**src/rtl/uart_pkg.sv**
```systemverilog
// Shared definitions for the user UART transmitter: data width, FSM encoding and frame length.
// Parity support is compiled in when USER_UART_TX_PARITY_EN is defined.
package uart_pkg;

   localparam int unsigned UART_DATA_W = 8;

   // Serializer FSM encoding.
   localparam logic [2:0] ST_IDLE   = 3'd0;
   localparam logic [2:0] ST_START  = 3'd1;
   localparam logic [2:0] ST_DATA   = 3'd2;
`ifdef USER_UART_TX_PARITY_EN
   localparam logic [2:0] ST_PARITY = 3'd3;
`endif
   localparam logic [2:0] ST_STOP   = 3'd4;

   // Bits per frame: start + data + optional parity + stop bits.
   function automatic int unsigned frame_bits(input int unsigned stop_bits);
      int unsigned n;
      n = 1 + UART_DATA_W + stop_bits;
`ifdef USER_UART_TX_PARITY_EN
      n = n + 1;
`endif
      return n;
   endfunction

endpackage

```
**src/rtl/user_uart_tx_fifo.sv**
```systemverilog
// Byte FIFO feeding the UART serializer; registered level, pointers wrap modulo FIFO_DEPTH.
// FIFO_DEPTH must be a power of two, at least 2.
module user_uart_tx_fifo #(
   parameter int unsigned FIFO_DEPTH = 4,
   parameter int unsigned WIDTH      = 8
) (
   input  logic                          clk_i,
   input  logic                          rst_ni,
   input  logic                          push_i,
   input  logic [WIDTH-1:0]              wdata_i,
   input  logic                          pop_i,
   output logic [WIDTH-1:0]              rdata_o,
   output logic [$clog2(FIFO_DEPTH):0]   level_o,
   output logic                          full_o,
   output logic                          empty_o
);

   localparam int unsigned PTR_W = $clog2(FIFO_DEPTH);
   localparam int unsigned LVL_W = PTR_W + 1;

   logic [WIDTH-1:0] mem_q [FIFO_DEPTH];
   logic [WIDTH-1:0] mem_d [FIFO_DEPTH];
   logic [PTR_W-1:0] wptr_q, wptr_d;
   logic [PTR_W-1:0] rptr_q, rptr_d;
   logic [LVL_W-1:0] level_q, level_d;
   logic             do_push;
   logic             do_pop;

   assign full_o  = (level_q == LVL_W'(FIFO_DEPTH));
   assign empty_o = (level_q == '0);
   assign level_o = level_q;
   assign rdata_o = mem_q[rptr_q];

   assign do_push = push_i && !full_o;
   assign do_pop  = pop_i && !empty_o;

   always_comb begin
      mem_d   = mem_q;
      wptr_d  = wptr_q;
      rptr_d  = rptr_q;
      level_d = level_q;
      if (do_push) begin
         mem_d[wptr_q] = wdata_i;
         wptr_d        = wptr_q + 1'b1;
      end
      if (do_pop) begin
         rptr_d = rptr_q + 1'b1;
      end
      case ({do_push, do_pop})
         2'b10:   level_d = level_q + 1'b1;
         2'b01:   level_d = level_q - 1'b1;
         default: level_d = level_q;
      endcase
   end

   always_ff @(posedge clk_i) begin
      if (!rst_ni) begin
         wptr_q  <= '0;
         rptr_q  <= '0;
         level_q <= '0;
      end else begin
         wptr_q  <= wptr_d;
         rptr_q  <= rptr_d;
         level_q <= level_d;
      end
   end

   // Storage needs no reset; only entries below level are ever read.
   always_ff @(posedge clk_i) begin
      mem_q <= mem_d;
   end

endmodule

```
**src/rtl/user_uart_tx.sv**
```systemverilog
// UART transmitter: valid/ready byte input, small FIFO, 8N1/8N2 serializer at CLK_DIV+1 clocks/bit.
// Define USER_UART_TX_PARITY_EN to append an even-parity bit after the data bits.
module user_uart_tx
   import uart_pkg::*;
#(
   parameter int unsigned CLK_DIV    = 1,
   parameter int unsigned FIFO_DEPTH = 4,
   parameter int unsigned STOP_BITS  = 1
) (
   input  logic                          clk_sys,
   input  logic                          reset_n,
   input  logic [UART_DATA_W-1:0]        tx_data,
   input  logic                          tx_valid,
   output logic                          tx_ready,
   output logic                          uart_tx,
   output logic                          tx_busy,
   output logic [$clog2(FIFO_DEPTH):0]   fifo_level
);

   localparam int unsigned DIV_W   = (CLK_DIV == 0) ? 1 : $clog2(CLK_DIV + 1);
   localparam int unsigned IDX_W   = $clog2(UART_DATA_W);
   localparam logic [DIV_W-1:0] DIV_MAX  = DIV_W'(CLK_DIV);
   localparam logic [IDX_W-1:0] BIT_LAST = IDX_W'(UART_DATA_W - 1);
   localparam logic             STOP_LAST = 1'(STOP_BITS - 1);

   logic [2:0]             state_q, state_d;
   logic [DIV_W-1:0]       div_q, div_d;
   logic [IDX_W-1:0]       bit_idx_q, bit_idx_d;
   logic [UART_DATA_W-1:0] shift_q, shift_d;
   logic                   tx_q, tx_d;
   logic                   stop_cnt_q, stop_cnt_d;
`ifdef USER_UART_TX_PARITY_EN
   logic                   parity_q, parity_d;
`endif

   logic                   fifo_push;
   logic                   fifo_pop;
   logic                   fifo_full;
   logic                   fifo_empty;
   logic [UART_DATA_W-1:0] fifo_rdata;
   logic                   bit_end;
   logic                   load;

   assign fifo_push = tx_valid && tx_ready;
   assign tx_ready  = !fifo_full;

   user_uart_tx_fifo #(
      .FIFO_DEPTH (FIFO_DEPTH),
      .WIDTH      (UART_DATA_W)
   ) u_fifo (
      .clk_i   (clk_sys),
      .rst_ni  (reset_n),
      .push_i  (fifo_push),
      .wdata_i (tx_data),
      .pop_i   (fifo_pop),
      .rdata_o (fifo_rdata),
      .level_o (fifo_level),
      .full_o  (fifo_full),
      .empty_o (fifo_empty)
   );

   assign bit_end = (div_q == DIV_MAX);
   assign uart_tx = tx_q;
   assign tx_busy = (state_q != ST_IDLE) || !fifo_empty;

   always_comb begin
      state_d    = state_q;
      div_d      = div_q;
      bit_idx_d  = bit_idx_q;
      shift_d    = shift_q;
      tx_d       = tx_q;
      stop_cnt_d = stop_cnt_q;
      load       = 1'b0;
      fifo_pop   = 1'b0;
`ifdef USER_UART_TX_PARITY_EN
      parity_d   = parity_q;
`endif

      if (state_q != ST_IDLE) begin
         div_d = bit_end ? '0 : div_q + 1'b1;
      end

      case (state_q)
         ST_IDLE: begin
            tx_d  = 1'b1;
            div_d = '0;
            load  = !fifo_empty;
         end
         ST_START: begin
            if (bit_end) begin
               state_d   = ST_DATA;
               bit_idx_d = '0;
               tx_d      = shift_q[0];
            end
         end
         ST_DATA: begin
            if (bit_end) begin
               shift_d = {1'b0, shift_q[UART_DATA_W-1:1]};
               if (bit_idx_q == BIT_LAST) begin
`ifdef USER_UART_TX_PARITY_EN
                  state_d    = ST_PARITY;
                  tx_d       = parity_q;
`else
                  state_d    = ST_STOP;
                  tx_d       = 1'b1;
                  stop_cnt_d = 1'b0;
`endif
               end else begin
                  bit_idx_d = bit_idx_q + 1'b1;
                  tx_d      = shift_q[1];
               end
            end
         end
`ifdef USER_UART_TX_PARITY_EN
         ST_PARITY: begin
            if (bit_end) begin
               state_d    = ST_STOP;
               tx_d       = 1'b1;
               stop_cnt_d = 1'b0;
            end
         end
`endif
         ST_STOP: begin
            if (bit_end) begin
               if (stop_cnt_q == STOP_LAST) begin
                  // Chain straight into the next frame when a byte is waiting.
                  state_d = ST_IDLE;
                  tx_d    = 1'b1;
                  load    = !fifo_empty;
               end else begin
                  stop_cnt_d = stop_cnt_q + 1'b1;
               end
            end
         end
         default: begin
            state_d = ST_IDLE;
            tx_d    = 1'b1;
         end
      endcase

      if (load) begin
         fifo_pop = 1'b1;
         shift_d  = fifo_rdata;
         tx_d     = 1'b0;
         state_d  = ST_START;
         div_d    = '0;
`ifdef USER_UART_TX_PARITY_EN
         parity_d = ^fifo_rdata;
`endif
      end
   end

   always_ff @(posedge clk_sys) begin
      if (!reset_n) begin
         state_q    <= ST_IDLE;
         div_q      <= '0;
         bit_idx_q  <= '0;
         shift_q    <= '0;
         tx_q       <= 1'b1;
         stop_cnt_q <= 1'b0;
      end else begin
         state_q    <= state_d;
         div_q      <= div_d;
         bit_idx_q  <= bit_idx_d;
         shift_q    <= shift_d;
         tx_q       <= tx_d;
         stop_cnt_q <= stop_cnt_d;
      end
   end

`ifdef USER_UART_TX_PARITY_EN
   always_ff @(posedge clk_sys) begin
      if (!reset_n) begin
         parity_q <= 1'b0;
      end else begin
         parity_q <= parity_d;
      end
   end
`endif

endmodule

```
**config.mk**
```make
export PLATFORM = sky130hd
export DESIGN_NAME = user_uart_tx
export DESIGN_NICKNAME = d
export VERILOG_FILES = /design/src/rtl/uart_pkg.sv /design/src/rtl/user_uart_tx_fifo.sv /design/src/rtl/user_uart_tx.sv
export SDC_FILE = /design/constraint.sdc
export NUM_CORES = 1
export LEC_CHECK = 0
export CAP_MARGIN = 30
export CORE_AREA = 8 8 75 77
export CTS_BUF_LIST = sky130_fd_sc_hd__clkbuf_4 sky130_fd_sc_hd__clkbuf_8 sky130_fd_sc_hd__clkbuf_16
export CTS_CLUSTER_SIZE = 30
export DETAILED_ROUTE_END_ITERATION = 6
export DIE_AREA = 0 0 83 85
export DONT_BUFFER_PORTS = 1
export PLACE_DENSITY = 0.72
export REMOVE_ABC_BUFFERS = 1
export SETUP_SLACK_MARGIN = 0.1
export SYNTH_ARGS = -nofsm -noshare
export SYNTH_HDL_FRONTEND = slang
export SYNTH_SLANG_ARGS = --single-unit
```
**constraint.sdc**
```tcl
create_clock -name clk_sys -period 2.6 [get_ports clk_sys]
set_input_delay 0.39 -clock clk_sys [delete_from_list [all_inputs] [get_ports clk_sys]]
set_output_delay 0.39 -clock clk_sys [all_outputs]
set_load 0.03 [all_outputs]
```
==> results of run 1 <==
## power groups by stage
stage	Sequential [W]	Clock [W]	Combinational (W)
2_1_floorplan	0.00126	0	0.000654
3_3_place_gp	0.00125	0	0.000880
3_5_place_dp	0.00126	0	0.000921
4_1_cts	0.00124	0.000489	0.000943
5_1_grt	0.00126	0.000514	0.00106
6_report	0.00123	0.000480	0.000965
## layer usage
layer  up-vias  track usage  wire (um)
li1        678            -          -
met1       727       0.1260       1827
met2        40       0.2249       2232
met3        10      0.03161        194
met4         0      0.05591         77
met5         -            0          0
## flip-flops by register name, summed over array words and instances (netlist names)
name            count
bit_end             1
bit_idx_q           3
u_fifo.wptr_q       2
u_fifo.mem_q       32
shift_q             8
u_fifo.level_o      3
state_q             3
u_fifo.rptr_q       2
uart_tx             1
## cell usage after synthesis (all sizes together), types with 2 or more instances
cell	instances	area (um^2)
nor2b	4	32.53
edfxtp	32	960.9
nand3	5	25.02
xor2	2	17.52
a21boi	2	15.02
o221ai	4	35.03
nor2	9	33.78
dfxtp	23	460.4
o21ai	4	20.02
nor3b	2	15.01
mux4	8	180.2
a22oi	4	30.03
a31oi	3	18.77
a21oi	10	50.05
buf	6	57.54
ha	7	87.58
nand2b	3	18.77
nor3	7	35.03
inv	10	37.54
clkbuf	3	11.26
nand2	14	52.55
and3	4	25.02
xnor2	3	26.28
## metrics by stage
stage	std cells	hold slack [ns]	cell area [um^2]	total power, W	setup slack (ns)
after global routing	243	0.1511	2550	0.002832	0.1252
after floorplan	174	0.4318	2315	0.001912	-0.1755
after detailed placement	235	0.4435	2435	0.002176	0.09708
after CTS	243	0.1564	2535	0.002669	0.1013
final	243	0.1603	2550	0.002680	0.2169
after global placement	235	0.4417	2435	0.002125	0.2057
## placed cells by master, fill, tap and decap left out, types with 2 or more instances in the layout
cell type,instances
edfxtp_1,32
dfxtp_1,22
nand2_1,14
a21oi_1,10
inv_1,9
nor2_1,9
mux4_2,8
nor3_1,7
buf_4,7
ha_1,6
nand3_1,5
clkbuf_8,5
and3_1,4
a22oi_1,4
o21ai_0,4
o221ai_1,4
nor2b_1,3
nand2b_1,3
xnor2_1,3
a31oi_1,3
nor3b_1,2
xor2_1,2
## worst register-to-register path: cells and delay by family (launching register included)
kind / cells / cell delay [ns]
simple gates: 3 / 0.89
fa+ha+maj: 2 / 0.51
xor+xnor: 1 / 0.16
buf+inv: 3 / 0.30
flops: 1 / 0.33
compound gates: 1 / 0.14
## worst max-delay path by stage
stage / from / to / slack [ns] / cells past startpoint
final: u_fifo.level_o[0] / u_fifo.level_o[2] / 0.22 / 10
after global placement: u_fifo.level_o[2] / u_fifo.level_o[2] / 0.21 / 9
after floorplan: u_fifo.level_o[0] / u_fifo.level_o[2] / -0.18 / 9
after CTS: u_fifo.level_o[0] / u_fifo.level_o[2] / 0.10 / 10
after global routing: u_fifo.level_o[0] / u_fifo.level_o[2] / 0.13 / 10
after detailed placement: bit_end / u_fifo.level_o[2] / 0.1 / 9
## layout make-up
type	instances	area, um^2	share of cell area
sequential	55	1423	0.5579
multi-input combinational	108	860.8	0.3376
clock buffer	5	68.82	0.02699
tap	54	67.56	0.02650
inverter	11	53.80	0.02110
timing repair buffer	7	52.55	0.02061
clock inverter	3	23.77	0.009323
## kinds of logic after synthesis
group | share of synthesized area
AND/OR/NAND/NOR | 0.1207
flip-flops | 0.5963
AO/OA/AOI/OAI | 0.08819
buffers and inverters | 0.05144
multiplexers | 0.07979
adder cells (fa/ha/maj) | 0.04514
XOR/XNOR | 0.01838
## timing repair
item,in CTS,in global routing
pin swaps,0,0
gates resized for setup,3,4
endpoints found under the setup margin,1,1
hold endpoints to repair,0,0
==> metrics.txt, run 1 <==
Clock Skew 0.009402 ns; clk sinks 55; antenna violations before repair 0; min cycle time layout 2.383 ns; Die Y 85 um; maxcap violations 0; Cells after Synth 183; Switching Share 0.3577; relative slew slack 0.5748; post-synthesis async set-or-reset flop share 0; arrival time worst endpoint 2.63 ns; fin crit share 0.9166; RSZ-0062 raised after global routing false; Finish-stage setup viols 0; YS warnings 0; Sum Neg Setup Slack 0 ns; Final nets around 210; GRT Residual Overflow 0; Final Max Tran Viols 0; Worst-path clk slew 0.10 ns; Initial DRC Count 95; Worst Path Max Fanout 4; CTS Buf Count 5; r2r worst-path depth 10; synthesized area 2384 um^2; CP Capture Type register; post-CTS setup buffer count 0; internal power 0.001721 W; final wirelength 4332 um; H-tree levels 2; Die X 83 um; vias in the first global route 1508; Synth Register Bits 55; ys flop type edfxtp_1; Synth cell types 42; Max VDD drop about 0.50 mV; Placeable Area 4536 um^2; Via density 5.988; Leak about 0.90 nW; worst-margin pin slew approximately 0.64 ns; PwrDens between 1000 and 1500 nW/um^2; die area ~7100 um^2; Ports 17; Fmax achieved 419.6 MHz; global-route wire length before repair a little under 7000 um; switching pwr 0.0009588 W; Critical Path Start Type register; R2R Setup Slk between 0.2 and 0.25 ns; GP Congestion 0.7574; Layout area overhead 6.982%; Hold Crit Start reset_n; Crit Reg-Reg Endpoint u_fifo.level_o[2]; clock buffer depth 2; register share of total power 0.461; PortBufs 0; DRT Pass-1 Iters 4; CP peak stage delay approximately 0.40 ns; Site Rows 25; Final ANT Viol Nets 0; TritonCTS clock tree built; CP top delay family simple AND/OR/NAND/NOR gates; Vias 1455; hold path cells 1; detailed placement HPWL 3058 um; combinational share of power 0.360; Final Hold Viols 0; Clk network pwr share 0.179; residual DRC count 0; slowest stage cell, crit path or3b_4; Worst R2R Start u_fifo.level_o[0]; sequential area share after synthesis 0.5963; Tot GR Track Use 0.1221; share of post-route cells with drive strength above 1 0.1693; Hold Crit Class in2reg; Final Util 0.5622; largest net degree at the start of global routing 19; # hold bufs at CTS 0; Post-synth EDFFs 32; status finished clean; Mean Syn Cell Area 13.02 um^2; Diodes inserted 0; later-pin clock latency in the skew report slightly above 0.3 ns; required time worst endpoint 2.85 ns; initial core utilization 0.5255; CP bufs+invs 3; crit path cell chain buf_4 > or3b_4 > and2_4 > inv_2 > ha_4 > inv_1 > fa_1 > xor2_1 > or3_1 > a21oi_1; Root Driver clkbuf_8; critical path type reg2reg; filler cell count 365; Worst Hold Endpoint uart_tx; drt wl/cell 17.83 um
Power figures use the tool's default switching activity.
==> inputs of run 2 (changes only) <==
Settings changed: ABC_AREA from default to 1, CORE_AREA 8 8 75 77 to 8 8 78 80, DIE_AREA 0 0 83 85 to 0 0 86 88, PLACE_DENSITY 0.72 to 0.71.
==> run 2 against run 1 <==
  * Routed wire length rose by 2.4%
  * Synthesized area rose by 7.2%
  * Clock power rose by 1%
  * Maximum frequency rose by 13%
  * Non-clock buffer count did not move
  * Combinational power rose by 7%
  * Register-to-register slack improved by 0.27 ns
  * Setup slack improved by 0.27 ns
  * Critical endpoint unchanged
  * Highest routed layer unchanged
==> metrics.txt, run 2 <==
detailed placement HPWL 3024 um (-1.1%); Via density 4.818 (-20%); Placeable Area 4912 um^2 (+8.3%); Cells after Synth 297 (+62%); Mean Syn Cell Area 8.603 um^2 (-34%); Post-synth EDFFs 32 (unchanged); Worst-path clk slew 0.11 ns (about the same); RSZ-0062 raised after global routing false; storage element area 1421 um^2 (about the same); Sum Neg Setup Slack 0 ns (unchanged); Place WS 0.5119 ns (+0.4148 ns); vias in the first global route 1597 (+5.9%); relative slew slack 0.4675 (-0.1073); Site Rows 26 (+4.0%); Synth cell types 24 (-43%); post-cts resize count 0 (-3); Layout area overhead 6.464%; most frequent cells in the layout nand2_1, inv_1, edfxtp_1; Leak 1.233 nW (+37%); Synth Register Bits 55 (unchanged); fin crit share 0.8137 (-0.1029); DRT Pass-1 Iters 4 (unchanged); share of post-route cells with drive strength above 1 0.07921 (-0.09010); synth top area cells edfxtp_1, dfxtp_1, nand2_1; Final Hold Viols 0 (unchanged); Max VDD drop 0.4657 mV (-6.7%); largest net degree at the start of global routing 19 (unchanged); Initial DRC Count 60 (-37%); worst-margin pin slew 0.7959 ns (+0.1589 ns); final wirelength 4438 um (+2.4%); area leader, netlist edfxtp_1; Largest register FFs 32 (unchanged); Final nets 321 (+55%); GRT Residual Overflow 0 (unchanged); Vias 1797 (+24%); post-route setup slack 0.4843 ns (+0.2675 ns); Tot GR Track Use 0.1277 (+0.005671); critical path type reg2reg; arrival time worst endpoint 2.33 ns (-0.30 ns); clk sinks 55 (unchanged); most frequent cell after synthesis nand2_1; antenna violations before repair 0 (unchanged); Diodes inserted 0 (unchanged); drt wl/cell 11.90 um (-33%); die area 7568 um^2 (+7.3%); CP Capture Type register; Clock Skew 0.01314 ns (+0.003736 ns); # hold bufs at CTS 0 (unchanged); sequential area share after synthesis 0.5563 (-0.04001); area of the multi-input gates 864.6 um^2 (+0.44%); GP Congestion 0.7842 (+3.5%); Final ANT Viol Nets 0 (unchanged); maxcap violations 0 (unchanged); Die Y 88 um (+3.5%); Hold Crit Class in2reg; status finished clean; PwrDens 994.4 nW/um^2 (-5.4%); post-synthesis async set-or-reset flop share 0 (unchanged); Critical Path Start Type register; later-pin clock latency in the skew report 0.31 ns (about the same); Root Driver clkbuf_8; global-route wire length before repair 7465 um (+7.8%); PortBufs 0 (unchanged); most frequent cells after synthesis nand2_1, inv_1, edfxtp_1, nand3_1, dfxtp_1; initial core utilization 0.5201 (-0.005395); synthesized area 2555 um^2 (+7.2%); required time worst endpoint 2.81 ns (-0.04 ns); filler cell count 458 (+25%); commonest non-fill, non-tap cell in the layout nand2_1; Final Max Tran Viols 0 (unchanged); Finish-stage setup viols 0 (unchanged); Largest Register u_fifo.mem_q; Ports 17 (unchanged); Worst Path Max Fanout 11 (+7); YS warnings 0 (unchanged); min cycle time layout 2.116 ns (-0.2675 ns); largest registers u_fifo.mem_q: 32 flops, shift_q: 8 flops; post-CTS setup buffer count 0 (unchanged); Die X 86 um (+3.6%); residual DRC count 0 (unchanged); H-tree levels 2 (unchanged); Fmax achieved 472.7 MHz (+13%); clock buffer depth 2 (unchanged); TritonCTS clock tree built; CTS Buf Count 5 (unchanged); ys flop type edfxtp_1; Synth top area share 0.3761 (-0.02705)
==> run 2: metal layers <==
layer,track usage,vias to the layer above,part of all wire,wire (um)
met4,0.04299,0,0.0092,41
met3,0.03752,4,0.032,141
met5,0,-,0,0
met2,0.2190,24,0.50,2221
met1,0.1488,816,0.46,2033
li1,-,953,-,-
==> run 2: area by class of cell <==
type | instances | area share
inverters | 54 | 0.07452
clock inverters | 3 | 0.008280
flip-flops and latches | 55 | 0.5225
multi-input cells | 179 | 0.3178
well taps | 70 | 0.03220
clock buffers | 5 | 0.02530
repair buffers | 7 | 0.01932
==> run 2: final timing paths <==
check / startpoint / end / slack [ns] / cells after the start
setup / recovery: bit_end / u_fifo.level_o[2] / 0.48 / 11
hold / removal: tx_data[7] / u_fifo.mem_q[15] / 0.16 / 0
setup reg to reg: bit_end / u_fifo.level_o[2] / 0.48 / 11
hold reg to reg: bit_idx_q[1] / bit_idx_q[1] / 0.48 / 2
==> run 2: report_power, final <==
group          internal, W  leakage (nW)  total, W  switching (W)
logic             0.000334         0.706   0.00103       0.000696
clock network     0.000195        0.0451  0.000485       0.000290
registers          0.00108         0.483   0.00119       0.000107
==> run 2: cells by family after synthesis <==
group / after synthesis / share of synthesized area
AOI/OAI and AO/OA: 30 / 0.06024
adders and majority gates: 8 / 0.04211
buffers and inverters: 63 / 0.1053
DFF: 55 / 0.5563
and+or+nand+nor: 141 / 0.2360
==> run 2: critical path, stage by stage (launching register included) <==
cell	delay (ns)
dfxtp_1	0.46
inv_2	0.09
nand2_2	0.08
nand2_2	0.06
nor2_4	0.24
ha_1	0.19
inv_1	0.06
fa_1	0.38
a21oi_1	0.14
o21ai_0	0.10
o21ai_0	0.16
a21oi_1	0.05
==> run 2: metrics by stage <==
stage / cells / total power [W] / area, um^2 / hold WS (ns) / util
after floorplan: 288 / 0.001982 / 2489 / 0.4432 / -
after global placement: 365 / 0.002220 / 2629 / 0.4579 / 0.5352
after detailed placement: 365 / 0.002241 / 2629 / 0.4663 / 0.5352
after CTS: 373 / 0.002724 / 2720 / 0.1554 / 0.5537
after global routing: 373 / 0.002921 / 2720 / 0.1414 / 0.5537
final: 373 / 0.002705 / 2720 / 0.1629 / 0.5537
==> inputs of run 3 (changes only) <==
Settings changed: PLACE_DENSITY 0.71 to 0.74.
Clock period 2.6 ns to 1.92 ns, I/O delays scaled along.
==> run 3 against run 2 <==
  * Via count increased by 1.2%
  * Critical endpoint unchanged
  * Flip-flop and latch count unchanged
  * Maximum frequency increased by 19%
  * Sequential share of layout area decreased by 2.1 points
  * Highest routed layer unchanged
  * Critical path type unchanged
  * Sequential power increased by 33%
  * Count of clock-buffer cells in the layout unchanged
  * Setup slack got worse by 0.34 ns
  * Clock power increased by 33%
  * Largest power group is now combinational logic
  * First-iteration DRC count increased by 120%
  * Final cell count increased by 2.9%
==> metrics.txt, run 3 (synthesis results as in run 2) <==
storage element area 1426 um^2 (+0.35%); PwrDens 1344 nW/um^2 (+35%); Final Util 0.5790 (+0.02522); Final Max Tran Viols 0 (unchanged); CTS Buf Count 5 (unchanged); Via density 4.737 (-1.7%); share of post-route cells with drive strength above 1 0.1465 (+0.06729); Root Driver clkbuf_8; drt wl/cell 11.24 um (-5.5%); area of the multi-input gates 898.4 um^2 (+3.9%); DP Cell Count 375 (+2.7%); Site Rows 26 (unchanged); Final nets 332 (+3.4%); Worst Path Max Fanout 3 (-8); largest net degree at the start of global routing 19 (unchanged); CP peak stage delay 0.38 ns (-0.08 ns); Critical Path Start Type register; critical path type reg2reg; R2R Setup Slk 0.14 ns (-0.34 ns); residual DRC count 0 (unchanged); RSZ-0062 raised after global routing false; Critical path origin u_fifo.level_o[1]; later-pin clock latency in the skew report 0.31 ns (about the same); clock buffer depth 2 (unchanged); die area 7568 um^2 (unchanged); antenna violations before repair 0 (unchanged); Fmax achieved 562.3 MHz (+19%); Ports 17 (unchanged); H-tree levels 2 (unchanged); final wirelength 4318 um (-2.7%); status finished clean; maxcap violations 0 (unchanged); Finish-stage setup viols 0 (unchanged); clk sinks 55 (unchanged); filler cell count 431 (-5.9%); min cycle time layout 1.778 ns (-0.3373 ns); Final Hold Viols 0 (unchanged); Clock Skew 0.005313 ns (-0.007824 ns); PortBufs 0 (unchanged); Tot GR Track Use 0.1243 (-0.003451); initial core utilization 0.5201 (unchanged); r2r worst-path depth 10 (-1); Die X 86 um (unchanged); Max VDD drop 0.7177 mV (+54%); Diodes inserted 0 (unchanged); Largest Register u_fifo.mem_q; global-route wire length before repair 7348 um (-1.6%); detailed placement HPWL 2966 um (-1.9%); Setup crit end u_fifo.level_o[2]; Vias 1819 (+1.2%); GP Congestion 0.8288 (+5.7%); Hold Crit Class in2reg; Crit Reg-Reg Endpoint u_fifo.level_o[2]; DRT Pass-1 Iters 4 (unchanged); worst-margin pin slew 0.4682 ns (-0.3277 ns); Initial DRC Count 130 (+120%); Die Y 88 um (unchanged); commonest non-fill, non-tap cell in the layout nand2_1; TritonCTS clock tree built; GRT Residual Overflow 0 (unchanged); Leak 1.294 nW (+4.9%); # hold bufs at CTS 0 (unchanged); relative slew slack 0.6870 (+0.2195); Worst R2R Start u_fifo.level_o[1]; arrival time worst endpoint 1.98 ns (-0.35 ns); Largest register FFs 32 (unchanged); crit path cell chain nor2_4 > nand2_1 > nand2_1 > ha_4 > inv_2 > fa_2 > a21oi_2 > o21ai_1 > o21ai_1 > a21oi_1; required time worst endpoint 2.12 ns (-0.69 ns); Layout area overhead 11.31%; vias in the first global route 1651 (+3.4%); CP Capture Type register; Final ANT Viol Nets 0 (unchanged); largest registers u_fifo.mem_q: 32 flops, shift_q: 8 flops; most frequent cells in the layout nand2_1, inv_1, edfxtp_1; Final Non-Filler Cells 384 (+2.9%); Placeable Area 4912 um^2 (unchanged); Worst-path clk slew 0.10 ns (about the same); fin crit share 0.9262 (+0.1125); slowest stage cell, crit path fa_2
run 3: cell count changes in the layout (fill, tap and decap cells not counted), moves of 2 or more:
cell      previous run  this run
dfxtp_1             23        19
inv_2                2         4
buf_4                7        18
inv_6                2         0
inv_1               51        49
dfxtp_2              0         4
nor2_4               1         3
o21ai_0             15        13
clkinv_4             0         2
o21ai_1              0         2
run 3: layer usage:
layer	part of all wire	global-route usage
met5	0	0
met4	0.025	0.06369
met3	0.046	0.03002
met2	0.45	0.2057
met1	0.48	0.1469
run 3: worst min path at each step:
stage / start / to / slack (ns) / cells after the start
2_1_floorplan: reset_n / shift_q[2] / 0.39 / 2
3_3_place_gp: tx_data[1] / u_fifo.mem_q[17] / 0.39 / 0
3_5_place_dp: tx_data[2] / u_fifo.mem_q[2] / 0.39 / 0
4_1_cts: tx_data[2] / u_fifo.mem_q[2] / 0.06 / 0
5_1_grt: tx_data[1] / u_fifo.mem_q[1] / 0.05 / 0
6_report: tx_data[1] / u_fifo.mem_q[1] / 0.07 / 0
run 3: critical path: cells and delay by family, from the launching register on:
kind	cells	cell delay (ns)
flip-flops	1	0.35
adder cells (fa/ha/maj)	2	0.53
AO/OA/AOI/OAI	4	0.43
AND/OR/NAND/NOR	3	0.32
buffers and inverters	1	0.05
run 3: final cells by class:
class	instances	area share
Clock buffer	5	0.02420
Clock inverter	3	0.008799
Inverter	54	0.07127
Multi-Input combinational cell	179	0.3159
Sequential cell	55	0.5015
Tap cell	70	0.03080
Timing Repair Buffer	18	0.04751
run 3: timing repair:
item | in CTS | in global routing
buffers inserted | 0 | 1
gates cloned | 0 | 0
pin swaps | 0 | 4
endpoints found under the setup margin | 1 | 1
resized for setup | 2 | 14
run 3: report_power, final:
part	switching, W	internal [W]	leakage [nW]
Combinational	0.00102	0.000572	0.765
Clock	0.000383	0.000261	0.0443
Sequential	0.000113	0.00147	0.484
Total	0.00152	0.00231	1.29
run 3: metrics by stage:
step           hold WS (ns)  instance area (um^2)  setup WS [ns]  power (W)  setup TNS, ns
3_5_place_dp         0.3871                  2704        0.09875   0.003107              0
3_3_place_gp         0.3871                  2704         0.1469   0.003082              0
5_1_grt             0.04946                  2844        0.05065   0.004161              0
6_report            0.06918                  2844         0.1417   0.003823              0
4_1_cts             0.06179                  2799         0.1241   0.003757              0
2_1_floorplan        0.3856                  2489        -0.2616   0.002683        -0.3427
